[src/rtl/fpga_lut_pkg.sv]
// Shared types and constants for the soft-FPGA LUT cells.
// lut_level_base() gives the offset of each level in a flattened
// binary mux tree: level 0 holds the table bits, the last level is the root.
package fpga_lut_pkg;

  localparam int LUT_K     = 4;
  localparam int LUT_SIZE  = 16;
  localparam int LUT_NODES = 2 * LUT_SIZE - 1;

  typedef logic [LUT_SIZE-1:0] lut_cfg_t;
  typedef logic [LUT_K-1:0]    lut_sel_t;

  localparam lut_cfg_t LUT_INIT_ZERO = '0;

  // Base index of a tree level: 0, 16, 24, 28, 30 for a 16-entry table.
  function automatic int lut_level_base(input int level);
    return (2 * LUT_SIZE) - ((2 * LUT_SIZE) >> level);
  endfunction

endpackage

[src/rtl/lut4_mux.sv]
// 16:1 selector built as an explicit tree of 2:1 muxes.
// Level k (16->8->4->2->1) is steered by sel_i[k], so sel_i[0] picks
// between adjacent table bits and sel_i[3] makes the final choice.
module lut4_mux
  import fpga_lut_pkg::*;
(
  input  lut_cfg_t cfg_i,
  input  lut_sel_t sel_i,
  output logic     out_o
);

  // All tree nodes in one vector; each level is packed after the previous one.
  logic [LUT_NODES-1:0] node;

  assign node[LUT_SIZE-1:0] = cfg_i;

  for (genvar gi = 0; gi < LUT_K; gi++) begin : g_level
    localparam int IN_BASE  = lut_level_base(gi);
    localparam int OUT_BASE = lut_level_base(gi + 1);
    localparam int WIDTH    = LUT_SIZE >> (gi + 1);

    for (genvar gj = 0; gj < WIDTH; gj++) begin : g_mux
      assign node[OUT_BASE + gj] = sel_i[gi] ? node[IN_BASE + 2 * gj + 1]
                                             : node[IN_BASE + 2 * gj];
    end
  end

  assign out_o = node[LUT_NODES-1];

endmodule

[src/rtl/fpga_lut4.sv]
// Single LUT4 cell: 16-bit truth table with a write port, readback and a
// "configured since reset" flag.
// Optional macro FPGA_LUT4_REG_OUT_EN registers out_o (one cycle latency,
// out_o resets to 0); without it out_o is combinational from in_i and the table.
module fpga_lut4
  import fpga_lut_pkg::*;
#(
  parameter lut_cfg_t INIT_VALUE = LUT_INIT_ZERO
) (
  input  logic                clk_i,
  input  logic                reset_i,
  input  logic [LUT_SIZE-1:0] data_in_i,
  input  logic                data_we_i,
  input  logic [LUT_K-1:0]    in_i,
  output logic                out_o,
  output logic [LUT_SIZE-1:0] cfg_o,
  output logic                cfg_valid_o
);

  lut_cfg_t cfg_reg;
  logic     cfg_valid_reg;
  logic     mux_out;

  // Truth table and valid flag: reset restores INIT_VALUE, a write overrides it.
  always_ff @(posedge clk_i or posedge reset_i) begin
    if (reset_i) begin
      cfg_reg       <= INIT_VALUE;
      cfg_valid_reg <= 1'b0;
    end else if (data_we_i) begin
      cfg_reg       <= data_in_i;
      cfg_valid_reg <= 1'b1;
    end
  end

  lut4_mux u_mux (
    .cfg_i (cfg_reg),
    .sel_i (in_i),
    .out_o (mux_out)
  );

`ifdef FPGA_LUT4_REG_OUT_EN
  logic out_q;

  // Output flop: samples the table as it stood before any write on this edge.
  always_ff @(posedge clk_i or posedge reset_i) begin
    if (reset_i) begin
      out_q <= 1'b0;
    end else begin
      out_q <= mux_out;
    end
  end

  assign out_o = out_q;
`else
  assign out_o = mux_out;
`endif

  assign cfg_o       = cfg_reg;
  assign cfg_valid_o = cfg_valid_reg;

endmodule

[config.mk]
export PLATFORM = sky130hd
export DESIGN_NAME = fpga_lut4
export DESIGN_NICKNAME = d
export VERILOG_FILES = /design/src/rtl/fpga_lut_pkg.sv /design/src/rtl/lut4_mux.sv /design/src/rtl/fpga_lut4.sv
export SDC_FILE = /design/constraint.sdc
export NUM_CORES = 1
export LEC_CHECK = 0
export BUFFER_PORTS_ARGS = -buffer_cell sky130_fd_sc_hd__buf_2
export CAP_MARGIN = 25
export CORE_UTILIZATION = 46
export DETAILED_ROUTE_END_ITERATION = 12
export PLACE_DENSITY = 0.84
export SYNTH_ARGS = -nofsm -noshare
export SYNTH_HDL_FRONTEND = slang
export SYNTH_SLANG_ARGS = --single-unit
export TNS_END_PERCENT = 5
[constraint.sdc]
create_clock -name clk_i -period 1.9 [get_ports clk_i]
set_clock_uncertainty 0.05 [all_clocks]
set_input_delay 0.095 -clock clk_i [delete_from_list [all_inputs] [get_ports clk_i]]
set_output_delay 0.095 -clock clk_i [all_outputs]
set_load 0.01 [all_outputs]
======== Yosys cells after proc, flatten, opt, wreduce, memory -nomap -nowiden ========
Index checks and enable logic that the tools add are counted.
Widths: inputs -> output; s select.
storage, ports and cells
  flip-flop bits (word level) ............. 17
  latch bits .............................. 0
  RAM bits ................................ 0
  ROM bits ................................ 0
  bits of input ports ..................... 23
  output and inout port bits .............. 18
  logic and storage cells ................. 17
  memories ................................ 0
operators by class
  add/subtract/negate cells ............... 0
  multipliers ............................. 0
  div/mod/pow operators ................... 0
  magnitude comparators ................... 0
  eq/ne operators ......................... 0
  shift-type cells ........................ 0
  muxes and demuxes ....................... 15
  bitwise operators ....................... 0
  reduce and logical (&&, ||, !) cells .... 0
operators with widths
  kind    count
  $mux 1  15

======== Depth between registers and ports, before layout ========
  depth after elaboration ................. 4
  mapped depth ............................ 3
  gate-level depth less buffers ........... 3

======== Modules after synthesis ========
From an unflattened synthesis, not the netlist that was laid out.
second synthesis, totals
  cell total of the unflattened synthesis .. 44
  area, all modules ....................... 815.8 µm²
modules (own cells, without submodules)
  module     instances  cells each  area an instance (µm²)
  fpga_lut4  1          37          680.7
  lut4_mux   1          7           135.1

======== Least setup slack after synthesis ========
No wires, ideal clock.
  kind .................................... flip-flop to output port
  start ................................... register cfg_reg[13] (netlist: cfg_o[13])
  end ..................................... output port out_o
  arrival time ............................ 1145 ps
  required time ........................... 1755 ps
  setup slack ............................. 610 ps
  cell stages (with the launch flop) ...... 4
  path buffers ............................ 0
  cells stage by stage .................... dfrtp_1 > mux4_1 > mux2i_1 > mux2i_1
between the ends
  longest elaborated chain between the ends .. 4
ends and longest elaborated chain
  element                 RTL line         source
  from (decl)             fpga_lut4.sv:20  lut_cfg_t cfg_reg;
  from (signal assigned)  fpga_lut4.sv:30  cfg_reg <= data_in_i;
  $mux 1 (4 in a row)     lut4_mux.sv:23   assign node[OUT_BASE + gj] = sel_i[gi] ? node[IN_BASE + 2 * gj + 1]
  to (decl)               fpga_lut4.sv:15  output logic out_o,
Every way passes these cells.

======== Final worst setup path ========
  start ................................... register cfg_reg[5] (netlist: cfg_o[5])
  end ..................................... output port out_o
Same word-level chain as after synthesis.

==> impl_metrics.ini <==
[clock_tree]
cts_max_path_buffers = 2
cts_made_buffers = 3
clk_pin_slew_ns = 0.09
clock-sinks = 17
cts_root_buffer = clkbuf_4
cts_htree_levels = 1
cts_tree = built
clk_latency_ns = 0.29

[die]
die-area_mm2 = 0.001820
rows = 14
die_x_um = 42.67
ios = 41
die_y_um = 42.67
coreArea_mm2 = 0.001524
initial_utilization_pct = 49.92

[timing]
period_share_pct = 92.76
fmax_mhz = 567.4
fin_setup_tns_ns = 0
fin_hold_ws_ns = 0.2681
max_slew_margin_pct = 58.51
period_needed_ns = 1.763
slew_violations = 0
rsz0062_at_grt = no
finalSetupViolations = 0
setup_ws_ns = 0.1375
hold_viol_final = 0
tightestPinTransition_ns = 0.6217

[worst_setup_path]
worst_path_max_delay_cell = mux4_1
required_ns = 1.75
crit_type = register to output port
r2r_setup_slack_ns = 1.04
r2r-start = cfg_o[13]
cp-end-kind = output port
worstSetupStartpointType = register
crit_start = cfg_o[5]
critPathMaxStageDelay_ns = 0.53
cp.arrival_ns = 1.62
crit_fanout = 3
reg2reg_to = cfg_o[13]
path_cells = mux4_1 -> mux2i_1 -> mux2i_1 -> buf_2
cpMostUsedCell = mux2i_1
r2r_cells = 1

[grt]
grt_pass1_vias = 560
grtUsageTotal_pct = 20.27
grt_overflow = 0
grt_max_degree = 18
antenna_found_initial = 0
grt_pass1_wl_um = 2594

[detailed_routing]
dr.pass1.iters = 4
wl_um = 1745
drc_errors = 0
viasPerCell = 5.235
vias = 623
wl_per_cell_um = 14.66
drt_iter0_drc = 8
detail-route-antenna-nets = 0

[yosys]
synth_fa_ha_area_share_pct = 0
synth_most_common_cell = dfrtp_1
ys_ff_latch = 17
yosys.area_share.xor_xnor_pct = 0
synth.avg_cell_area_um2 = 17.29
synth_mux_area_share_pct = 41.45
ys.flop_type = dfrtp_1
synth_fp_nets = 67
synth_compound_area_share_pct = 0
ys_seq_area_share_pct = 55.92
yosys.area_share.simple_pct = 0.8224
synthCells = 44
async_flop_share_pct = 100.0
ys_types = 7
synth_edf_count = 0
synth_area_um2 = 760.7
yosys.area.top_type = dfrtp_1
synth_common_cells = dfrtp_1, mux2_2, mux4_1
synth_top_family_by_area = multiplexers
yosysWarnings = 0
synth_top_area_share_pct = 55.92
synth_area_leaders = dfrtp_1, mux2_2, mux4_1

[status]
outcome = completed

[placed_design]
globalplace.congestion = 0.6934
pre_cts_ws_ns = 0.4603
io_buffers = 40

[worst_hold_path]
hold_path_depth = 2
hold_end = cfg_o[4]
min_from = data_we_i
hp-class = input pin to register

[cells_and_area]
fin_nets = 127
drive_gt1_share_pct = 58.25
final_core_util_pct = 76.60
syn_to_final_growth_pct = 53.45
antenna_cells = 0
fillers = 98

[power]
total_power_mw = 0.8057
ir_drop_mv = 0.5375
leakagePower_nw = 0.5673
p_per_area_mw_per_mm2 = 690.2

[run]
maxCapViolations = 0
==> through the flow <==
step,instances,area [um^2]
floorplan,44,760.7
global placement,98,970.9
detailed placement,98,970.9
CTS,116,1137
global route,119,1167
finish,119,1167
==> timing repair <==
| action | in CTS | in global routing |
|---|---|---|
| hold endpoints to repair | 30 | 3 |
| hold buffers | 14 | 3 |
| buffers inserted | 0 | 0 |
| gates resized for setup | 0 | 0 |
==> per-layer routing <==
layer	vias up	global-route usage [%]	share of wire (%)	wire [um]
met5	-	0	0	0
met4	0	13.13	1.9	33
met3	4	3.830	4.4	77
met2	21	32.12	55	956
met1	311	25.22	39	678
li1	287	-	-	-
==> layout make-up <==
| cell class | instances | area [um^2] | area share (%) |
|---|---|---|---|
| Timing Repair Buffer | 57 | 370.4 | 31.73 |
| Clock buffer | 4 | 26.28 | 2.251 |
| Sequential cell | 17 | 425.4 | 36.44 |
| Tap cell | 16 | 20.02 | 1.715 |
| Inverter | 1 | 3.754 | 0.3215 |
| Multi-Input combinational cell | 24 | 321.6 | 27.55 |
==> power by group <==
group | switching, mW | leakage (nW) | internal [mW] | total (mW)
Clock | 0.108 | 0.0150 | 0.0817 | 0.189
Combinational | 0.0778 | 0.356 | 0.117 | 0.195
Sequential | 0.0259 | 0.196 | 0.396 | 0.422
Total | 0.211 | 0.567 | 0.594 | 0.806
==> worst max path at each step <==
| stage | endpoint | slack [ns] | cells after the start |
|---|---|---|---|
| after detailed placement | out_o | 0.46 | 4 |
| final | out_o | 0.14 | 4 |
| after floorplan | out_o | 0.61 | 3 |
| after global placement | out_o | 0.52 | 4 |
| after global routing | out_o | 0.08 | 4 |
| after CTS | out_o | 0.14 | 4 |
==> placed cells by master, fill, tap and decap left out, drive strengths merged <==
| master | count |
|---|---|
| mux2i | 3 |
| clkbuf | 4 |
| buf | 40 |
| mux4 | 4 |
| inv | 1 |
| or2 | 1 |
| dlygate4sd3 | 17 |
| dfrtp | 17 |
| mux2 | 16 |
==> cells by family after synthesis <==
kind of cell	count (synthesis)
buffers and inverters	3
multiplexers	23
AND/OR/NAND/NOR	1
flip-flops	17
==> worst max-delay path, delay by kind of cell, from the launching register on <==
| family | cells | cell delay [ns] |
|---|---|---|
| mux | 3 | 0.78 |
| flops | 1 | 0.41 |
| buf+inv | 1 | 0.14 |
==> registers in the layout, summed over array words and instances, names as in the netlist <==
signal and count:
cfg_o 16, cfg_valid_o 1
No activity file was read; power rests on OpenSTA's default activity.
